===== src/rtl/regfile_master_if.sv =====
// regfile_master_if: command, register-file port and response signals of regfile_master
// master modport: the regfile_master side (accepts commands, drives the regfile, returns responses)
// slave modport:  the environment side (command source, combinational register file, response sink)
interface regfile_master_if;
  logic        cmd_valid;
  logic        cmd_ready;
  logic [1:0]  cmd_op;
  logic [4:0]  cmd_addr;
  logic [4:0]  cmd_addr2;
  logic [31:0] cmd_data;
  logic [4:0]  r_addr_a;
  logic [4:0]  r_addr_b;
  logic [31:0] r_data_a;
  logic [31:0] r_data_b;
  logic [4:0]  w_addr;
  logic [31:0] w_data;
  logic        we;
  logic        rsp_valid;
  logic        rsp_ready;
  logic [31:0] rsp_data_a;
  logic [31:0] rsp_data_b;
  logic        rsp_err;
  modport master (
    input  cmd_valid, cmd_op, cmd_addr, cmd_addr2, cmd_data, r_data_a, r_data_b, rsp_ready,
    output cmd_ready, r_addr_a, r_addr_b, w_addr, w_data, we, rsp_valid, rsp_data_a, rsp_data_b, rsp_err
  );
  modport slave (
    output cmd_valid, cmd_op, cmd_addr, cmd_addr2, cmd_data, r_data_a, r_data_b, rsp_ready,
    input  cmd_ready, r_addr_a, r_addr_b, w_addr, w_data, we, rsp_valid, rsp_data_a, rsp_data_b, rsp_err
  );
endinterface


===== src/rtl/regfile_master.sv =====
// regfile_master: sequences READ2/WRITE/SWAP/INIT commands onto a 32x32 register file
// Ports: clk; reset (synchronous, active-high); bus (regfile_master_if.master) with the command
// channel (cmd_*), register-file read/write port (r_addr_*, r_data_*, w_addr, w_data, we active-low)
// and the response channel (rsp_*). Define REGFILE_MASTER_SWEEP_EN to make INIT fill all registers;
// without it INIT is answered with rsp_err and performs no write.
module regfile_master (
  input logic clk,
  input logic reset,
  regfile_master_if.master bus
);
  localparam logic [1:0] OP_READ2 = 2'b00, OP_WRITE = 2'b01, OP_SWAP = 2'b10, OP_INIT = 2'b11;
`ifdef REGFILE_MASTER_SWEEP_EN
  typedef enum logic [2:0] {IDLE, EXEC, SWAP1, SWAP2, RESP, SWEEP} state_t;
`else
  typedef enum logic [2:0] {IDLE, EXEC, SWAP1, SWAP2, RESP} state_t;
`endif
  state_t state, state_n;
  logic [1:0] op, op_n;
  logic [4:0] ra, rb, wa, ra_n, rb_n, wa_n;
  logic [31:0] wd, da, db, wd_n, da_n, db_n;
  logic we, err, we_n, err_n;
  assign bus.cmd_ready = state == IDLE && !reset;
  assign bus.rsp_valid = state == RESP;
  assign bus.r_addr_a = ra;
  assign bus.r_addr_b = rb;
  assign bus.w_addr = wa;
  assign bus.w_data = wd;
  assign bus.we = we;
  assign bus.rsp_data_a = da;
  assign bus.rsp_data_b = db;
  assign bus.rsp_err = err;
  // Every regfile-facing output is a register, so each state computes the values its successor drives.
  always_comb begin
    state_n = state;
    op_n = op;
    ra_n = ra;
    rb_n = rb;
    wa_n = wa;
    wd_n = wd;
    we_n = 1'b1;
    da_n = da;
    db_n = db;
    err_n = err;
    case (state)
      IDLE: if (bus.cmd_valid) begin
        op_n = bus.cmd_op;
        ra_n = bus.cmd_addr;
        rb_n = bus.cmd_addr2;
        err_n = 1'b0;
        case (bus.cmd_op)
          OP_READ2, OP_SWAP: state_n = EXEC;
          OP_WRITE: begin
            we_n = 1'b0;
            wa_n = bus.cmd_addr;
            wd_n = bus.cmd_data;
            state_n = EXEC;
          end
          OP_INIT: begin
            da_n = '0;
            db_n = '0;
`ifdef REGFILE_MASTER_SWEEP_EN
            we_n = 1'b0;
            wa_n = '0;
            wd_n = bus.cmd_data;
            state_n = SWEEP;
`else
            err_n = 1'b1;
            state_n = RESP;
`endif
          end
        endcase
      end
      EXEC: begin
        // Read data here is pre-write: a WRITE commits at this same closing edge.
        da_n = bus.r_data_a;
        db_n = bus.r_data_b;
        we_n = op != OP_SWAP;
        wa_n = op == OP_SWAP ? ra : wa;
        wd_n = op == OP_SWAP ? bus.r_data_b : wd;
        state_n = op == OP_SWAP ? SWAP1 : RESP;
      end
      SWAP1: begin
        we_n = 1'b0;
        wa_n = rb;
        wd_n = da;
        state_n = SWAP2;
      end
      SWAP2: state_n = RESP;
`ifdef REGFILE_MASTER_SWEEP_EN
      // w_addr doubles as the sweep counter; it wraps back to 0 after the last register.
      SWEEP: begin
        we_n = wa == 5'd31;
        wa_n = wa + 5'd1;
        state_n = wa == 5'd31 ? RESP : SWEEP;
      end
`endif
      RESP: state_n = bus.rsp_ready ? IDLE : RESP;
      default: state_n = IDLE;
    endcase
  end
  always_ff @(posedge clk)
    if (reset) begin
      state <= IDLE;
      op <= OP_READ2;
      ra <= '0;
      rb <= '0;
      wa <= '0;
      wd <= '0;
      we <= 1'b1;
      da <= '0;
      db <= '0;
      err <= 1'b0;
    end else begin
      state <= state_n;
      op <= op_n;
      ra <= ra_n;
      rb <= rb_n;
      wa <= wa_n;
      wd <= wd_n;
      we <= we_n;
      da <= da_n;
      db <= db_n;
      err <= err_n;
    end
endmodule

===== src/flat_wrapper.sv =====
// flat-port wrapper written by rule: the top's interface ports become plain ports
module regfile_master_flat 
  (clk, reset, bus_cmd_valid, bus_cmd_op, bus_cmd_addr, bus_cmd_addr2, bus_cmd_data, bus_r_data_a, bus_r_data_b, bus_rsp_ready, bus_cmd_ready, bus_r_addr_a, bus_r_addr_b, bus_w_addr, bus_w_data, bus_we, bus_rsp_valid, bus_rsp_data_a, bus_rsp_data_b, bus_rsp_err);
  regfile_master_if bus_i ();
  input logic clk;
  input logic reset;
  input wire logic [$bits(bus_i.cmd_valid)-1:0] bus_cmd_valid;
  input wire logic [$bits(bus_i.cmd_op)-1:0] bus_cmd_op;
  input wire logic [$bits(bus_i.cmd_addr)-1:0] bus_cmd_addr;
  input wire logic [$bits(bus_i.cmd_addr2)-1:0] bus_cmd_addr2;
  input wire logic [$bits(bus_i.cmd_data)-1:0] bus_cmd_data;
  input wire logic [$bits(bus_i.r_data_a)-1:0] bus_r_data_a;
  input wire logic [$bits(bus_i.r_data_b)-1:0] bus_r_data_b;
  input wire logic [$bits(bus_i.rsp_ready)-1:0] bus_rsp_ready;
  output wire logic [$bits(bus_i.cmd_ready)-1:0] bus_cmd_ready;
  output wire logic [$bits(bus_i.r_addr_a)-1:0] bus_r_addr_a;
  output wire logic [$bits(bus_i.r_addr_b)-1:0] bus_r_addr_b;
  output wire logic [$bits(bus_i.w_addr)-1:0] bus_w_addr;
  output wire logic [$bits(bus_i.w_data)-1:0] bus_w_data;
  output wire logic [$bits(bus_i.we)-1:0] bus_we;
  output wire logic [$bits(bus_i.rsp_valid)-1:0] bus_rsp_valid;
  output wire logic [$bits(bus_i.rsp_data_a)-1:0] bus_rsp_data_a;
  output wire logic [$bits(bus_i.rsp_data_b)-1:0] bus_rsp_data_b;
  output wire logic [$bits(bus_i.rsp_err)-1:0] bus_rsp_err;
  assign bus_i.cmd_valid = bus_cmd_valid;
  assign bus_i.cmd_op = bus_cmd_op;
  assign bus_i.cmd_addr = bus_cmd_addr;
  assign bus_i.cmd_addr2 = bus_cmd_addr2;
  assign bus_i.cmd_data = bus_cmd_data;
  assign bus_i.r_data_a = bus_r_data_a;
  assign bus_i.r_data_b = bus_r_data_b;
  assign bus_i.rsp_ready = bus_rsp_ready;
  assign bus_cmd_ready = bus_i.cmd_ready;
  assign bus_r_addr_a = bus_i.r_addr_a;
  assign bus_r_addr_b = bus_i.r_addr_b;
  assign bus_w_addr = bus_i.w_addr;
  assign bus_w_data = bus_i.w_data;
  assign bus_we = bus_i.we;
  assign bus_rsp_valid = bus_i.rsp_valid;
  assign bus_rsp_data_a = bus_i.rsp_data_a;
  assign bus_rsp_data_b = bus_i.rsp_data_b;
  assign bus_rsp_err = bus_i.rsp_err;
  regfile_master u_core (.clk(clk), .reset(reset), .bus(bus_i));
endmodule

===== config.mk =====
export PLATFORM = sky130hd
export DESIGN_NAME = regfile_master_flat
export DESIGN_NICKNAME = d
export VERILOG_FILES = /design/src/rtl/regfile_master_if.sv /design/src/rtl/regfile_master.sv /design/src/flat_wrapper.sv
export SDC_FILE = /design/constraint.sdc
export NUM_CORES = 1
export LEC_CHECK = 0
export ABC_CLOCK_PERIOD_IN_PS = 3900
export CAP_MARGIN = 40
export CORE_MARGIN = 2
export CORE_UTILIZATION = 47
export CTS_BUF_LIST = sky130_fd_sc_hd__clkbuf_4
export DETAILED_ROUTE_END_ITERATION = 10
export PLACE_DENSITY = 0.88
export SLEW_MARGIN = 20
export SYNTH_ARGS = -nofsm -noshare
export SYNTH_HDL_FRONTEND = slang
export SYNTH_SLANG_ARGS = --single-unit

===== constraint.sdc =====
create_clock -name clk -period 3.9 [get_ports clk]
set_input_delay 0.585 -clock clk [delete_from_list [all_inputs] [get_ports clk]]
set_output_delay 0.585 -clock clk [all_outputs]
set_load 0.005 [all_outputs]

* Yosys cells after proc, flatten, opt, wreduce, memory -nomap -nowiden
Index checks and enable logic that the tools add are counted.
Storage, ports and cells: latch bits 0, memories 0, register bits after elaboration 118, output and inout port bits 115, RAM bits 0, word-level logic and storage cells 54, bits in read-only memories 0
Operators by class: bitwise logic cells 0, shifts and indexed selects 0, muxes and demuxes 21, $lt $le $gt $ge 0, reductions and logical operators 10, multiply operators 0, $add $sub $neg 0, div/mod/pow operators 0, eq/ne operators 13
Operator list (number):
- 32-bit two-way mux | 5
- 32-bit case mux with 2 select lines | 2
- 32-bit case mux with 3 select lines | 1
- 5-bit two-way mux | 3
- 3-bit case mux with 5 select lines | 1
- 5-bit case mux with 3 select lines | 1
- 3-bit two-way mux | 3
- 2-bit inequality test (second input constant) | 4
- 2-bit == test (second input constant) | 3
- 3-bit by 2-bit == test with 1-bit output (second input constant) | 2
- 3-bit case mux with 2 select lines | 1
- 4-bit AND reduction | 1
- 3-bit by 1-bit == test with 1-bit output (second input constant) | 1
- 3-bit == test (second input constant) | 1
- 3-bit logical NOT | 1
- 1-bit two-way mux | 3
- 1-bit case mux with 3 select lines | 1
- 3-bit AND reduction | 1
- 3-bit nonzero test | 1
- 3-bit OR reduction | 1
- 2-bit by 1-bit == test with 1-bit output (second input constant) | 1
- 2-bit logical NOT | 1
- 2-bit by 1-bit inequality test with 1-bit output (second input constant) | 1
- 2-bit AND reduction | 1
- other kinds (3) | 3

* Depth between registers and ports, before layout
word-level depth 5, depth in mapped cells 8, mapped depth without buffers 4

* Least setup slack after synthesis
Ideal clock, no wire load.
path kind register -> register, start point register u_core.state[1], end point register u_core.wd[11], in the netlist u_core.bus.w_data[11], arrival 1.831 ns, setup slack 1.937 ns, library setup time 0.132 ns, data required time 3.768 ns, stages on the path, launching flop included 9, period minus slack after synthesis 1.963 ns, path through dfxtp_1 buf_6 or3b_4 a221o_1 buf_6 clkbuf_1 clkbuf_1 nand2_1 a21oi_1
Between the ends: word-level cells in the longest chain between the ends 3, elaborated cells on any way between the ends 9, classes of those cells eq/ne: 5; mux: 1; reduce/logical: 3
RTL lines:
- start, declared | line regfile_master.sv:17 | state_t state, state_n;
- start signal, assigned | line regfile_master.sv:114 | state <= state_n;
- 3-bit by 1-bit == test with 1-bit output (tied with other cells) | line regfile_master.sv:44 | case (state)
- 2-bit by 1-bit inequality test with 1-bit output (no line) (tied with other cells)
- 4-bit AND reduction (no line)
- end signal, assigned | line regfile_master.sv:119 | wd <= wd_n;
- end, declared | line regfile_master.sv:20 | logic [31:0] wd, da, db, wd_n, da_n, db_n;
Several ways; a longest one is shown, not always the timed one. A chain may end at the register's enable or synchronous reset.

* Worst setup path in the final report
start point register u_core.state[0], end point output bus_cmd_ready
Between the ends: word-level cells in the longest chain between the ends 2
RTL lines:
- 3-bit logical NOT | line regfile_master.sv:22 | assign bus.cmd_ready = state == IDLE && !reset;
- 1-bit logical AND | line regfile_master.sv:22
- end, declared | line flat_wrapper.sv:15 | output wire logic [$bits(bus_i.cmd_ready)-1:0] bus_cmd_ready;
Every way passes these cells.

==> out/metrics.yaml <==
clkSlewWorstSetupHoldPaths_ns: 0.10
die_h_um: 109
grt_overflow: 0
die-area_um2: 11800
synth_top_family_by_area: "compound AO/OA/AOI/OAI gates"
utilization_pct: 71.8
ios: 227
hp-class: "reg -> reg"
reg2reg_to: "u_core.bus.w_addr[0]"
crit_arrival_ns: 2.35
critPathLaunch: "u_core.state[0]"
critPathLaunchType: "flip-flop"
htree_levels: 4
first_pass_iters: 6
p_leak_nw: 2.66
fin_setup_tns_ns: 0
synthXorXnorAreaFrac_pct: 0
post-cts-setup-buffer-count: 0
synthCells: 602
outcome: "finished clean"
max_freq_mhz: 341
dp_hpwl_um: 12100
power_density_nw_per_um2: 360
clock-root-buffer: "clkbuf_4"
ys_ff_latch: 118
yosys-top-cells-count: "dfxtp_1, nor2_1, a22oi_1, nand2_1, clkbuf_1"
synth_area_leaders: "dfxtp_1, a22oi_1, a311o_1"
grt_pass1_wl_um: 27400
ir_drop_uv: 201
setup_slack_ns: 0.970
place.gp.congestion: 0.808
netlist_area_um2: 5130
cp_max_fo: 64
vias: 5683
grt_max_degree: 119
cp.required_ns: 3.31
critPathTopFamily: "buffers and inverters"
clock_path_buffers: 2
syn_area_per_cell_um2: 8.53
slew_headroom_pct: 45.3
preCtsSetupSlack_ns: 0.967
numCtsBuffers: 17
wl_per_cell_um: 18.9
placedCellCount: 908
cp-end-kind: "output pin"
layout.cells.non_filler: 941
synth_compound_area_share_pct: 32.1
drt_iter0_drc: 457
cp-endpoint: "bus_cmd_ready"
drt_drc_violations_left: 0
r2r_setup_slack_ns: 1.25
crit_slowest_cell: "buf_4"
antenna_cells: 0
area_growth_pct: 50.4
rsz0062_at_grt: "false"
hold_viol_final: 0
ant_nets: 0
async_reset_ff_share_pct: 0
core_um2: 10700
drt_wl_total_um: 17800
post-route-min-period_ns: 2.93
cts_hold_buf: 0
worstMarginPinSlew_ns: 0.818
synth_cell_type_count: 26
start_util_pct: 47.8
cts_tree: "done"
yosys.area.top_type: "dfxtp_1"
final_layout_size_suffix_gt1_share_pct: 6.24
synth-edff-count: 0
yosys.area_share.simple_pct: 16.2
yosys-mux-area-fraction_pct: 0.219
antenna_found_initial: 0
synthFlopType: "dfxtp_1"
ys_seq_area_share_pct: 46.0
worst-path-stages: 3
track_usage_pct: 29.4
drt-vias-per-instance: 6.04
path_buf_inv: 2
r2r-start: "u_core.state[1]"
drv_slew: 0
synthAdderAreaFrac_pct: 0
syn_nets: 714
num_rows: 38
path_cells: "buf_4 > nor4_1 > clkdlybuf4s50_1"
die_x_um: 109
synth_most_common_cell: "dfxtp_1"
io_buffers: 226
cap_violations: 0
setup-violations-final: 0
cts_resized: 0
finClkSkew_ns: 0.0139
first_global_vias: 5555
slowest_delay_ns: 0.62
finalCritPeriodShare_pct: 75.1
cts_sinks: 118
clkLatencyLatePin_ns: 0.50
fin_nets: 903
yosysTopAreaCellShare_pct: 46.0
r2r_cells: 5
criticalPathCategory: "reg -> out"
yosysWarnings: 0
==> worst reg2reg max path: stages (launching register included) <==
cell and delay [ns]:
dfxtp_4 0.50, or3b_4 0.47, a221o_2 0.68, buf_4 0.39
a311o_1 0.37, a21oi_1 0.17
==> sequential cells by signal (all words and copies together), names as in the netlist <==
| register | flops |
|---|---|
| u_core.bus.rsp_data_a | 32 |
| u_core.bus.r_addr_a | 5 |
| u_core.state | 3 |
| u_core.bus.r_addr_b | 5 |
| u_core.bus.rsp_data_b | 32 |
| u_core.bus.rsp_err | 1 |
| u_core.bus.we | 1 |
| u_core.bus.w_addr | 5 |
| u_core.bus.w_data | 32 |
| u_core.op | 2 |
==> per-stage QoR <==
stage               hold WS (ns)  power, mW  instance area (um^2)
floorplan                  0.445       1.63                  5130
global placement           0.438       1.94                  7360
detailed placement         0.447       1.97                  7390
CTS                        0.436       2.78                  7640
global route               0.458       2.91                  7720
finish                     0.456       2.78                  7720
==> cell families after synthesis <==
kind of cell	Yosys count
AOI/OAI and AO/OA	231
buffers and inverters	67
DFF	118
muxes	1
and+or+nand+nor	185
==> cells in the final DEF (no fill, tap or decap), types with 2 or more instances in the layout <==
master / n
clkdlybuf4s50_1: 225
dfxtp_1: 116
nor2_1: 68
a22oi_1: 66
nand2_1: 66
a21oi_1: 51
o21ai_0: 38
nand2b_1: 36
a221oi_1: 36
a311o_1: 36
clkbuf_4: 18
clkinv_2: 6
buf_4: 5
buf_12: 4
nand3b_1: 3
clkinvlp_4: 3
nor4_1: 2
nor2b_1: 2
bufinv_16: 2
==> layer usage <==
metal	part of all wire [%]	GRT usage [%]
met5	0	0
met4	2.7	12.5
met3	8.7	9.70
met2	51	50.6
met1	38	33.1
==> where the power goes <==
group          switching [mW]  internal [mW]  total (mW)
Combinational           0.278          0.342       0.621
Clock                   0.449          0.369       0.818
Sequential             0.0602           1.28        1.34
==> how the worst min path moves through the flow <==
| stage | from | endpoint | slack (ns) | cells after the start |
|---|---|---|---|---|
| 6_report | u_core.bus.w_data[6] | u_core.bus.w_data[6] | 0.46 | 2 |
| 3_5_place_dp | u_core.bus.w_data[6] | u_core.bus.w_data[6] | 0.45 | 2 |
| 4_1_cts | reset | u_core.bus.rsp_data_a[28] | 0.44 | 2 |
| 5_1_grt | reset | u_core.bus.rsp_data_a[27] | 0.46 | 2 |
| 3_3_place_gp | u_core.bus.w_data[10] | u_core.bus.w_data[10] | 0.44 | 2 |
| 2_1_floorplan | u_core.op[1] | u_core.op[1] | 0.44 | 2 |
==> area by class of cell <==
cell class | instances | area (um^2)
fillers | 849 | 3030
multi-input cells | 417 | 2510
repair buffers | 237 | 2420
flip-flops and latches | 118 | 2370
well taps | 140 | 175
clock buffers | 18 | 135
clock inverters | 11 | 113
(Power assumes the default switching activity.)
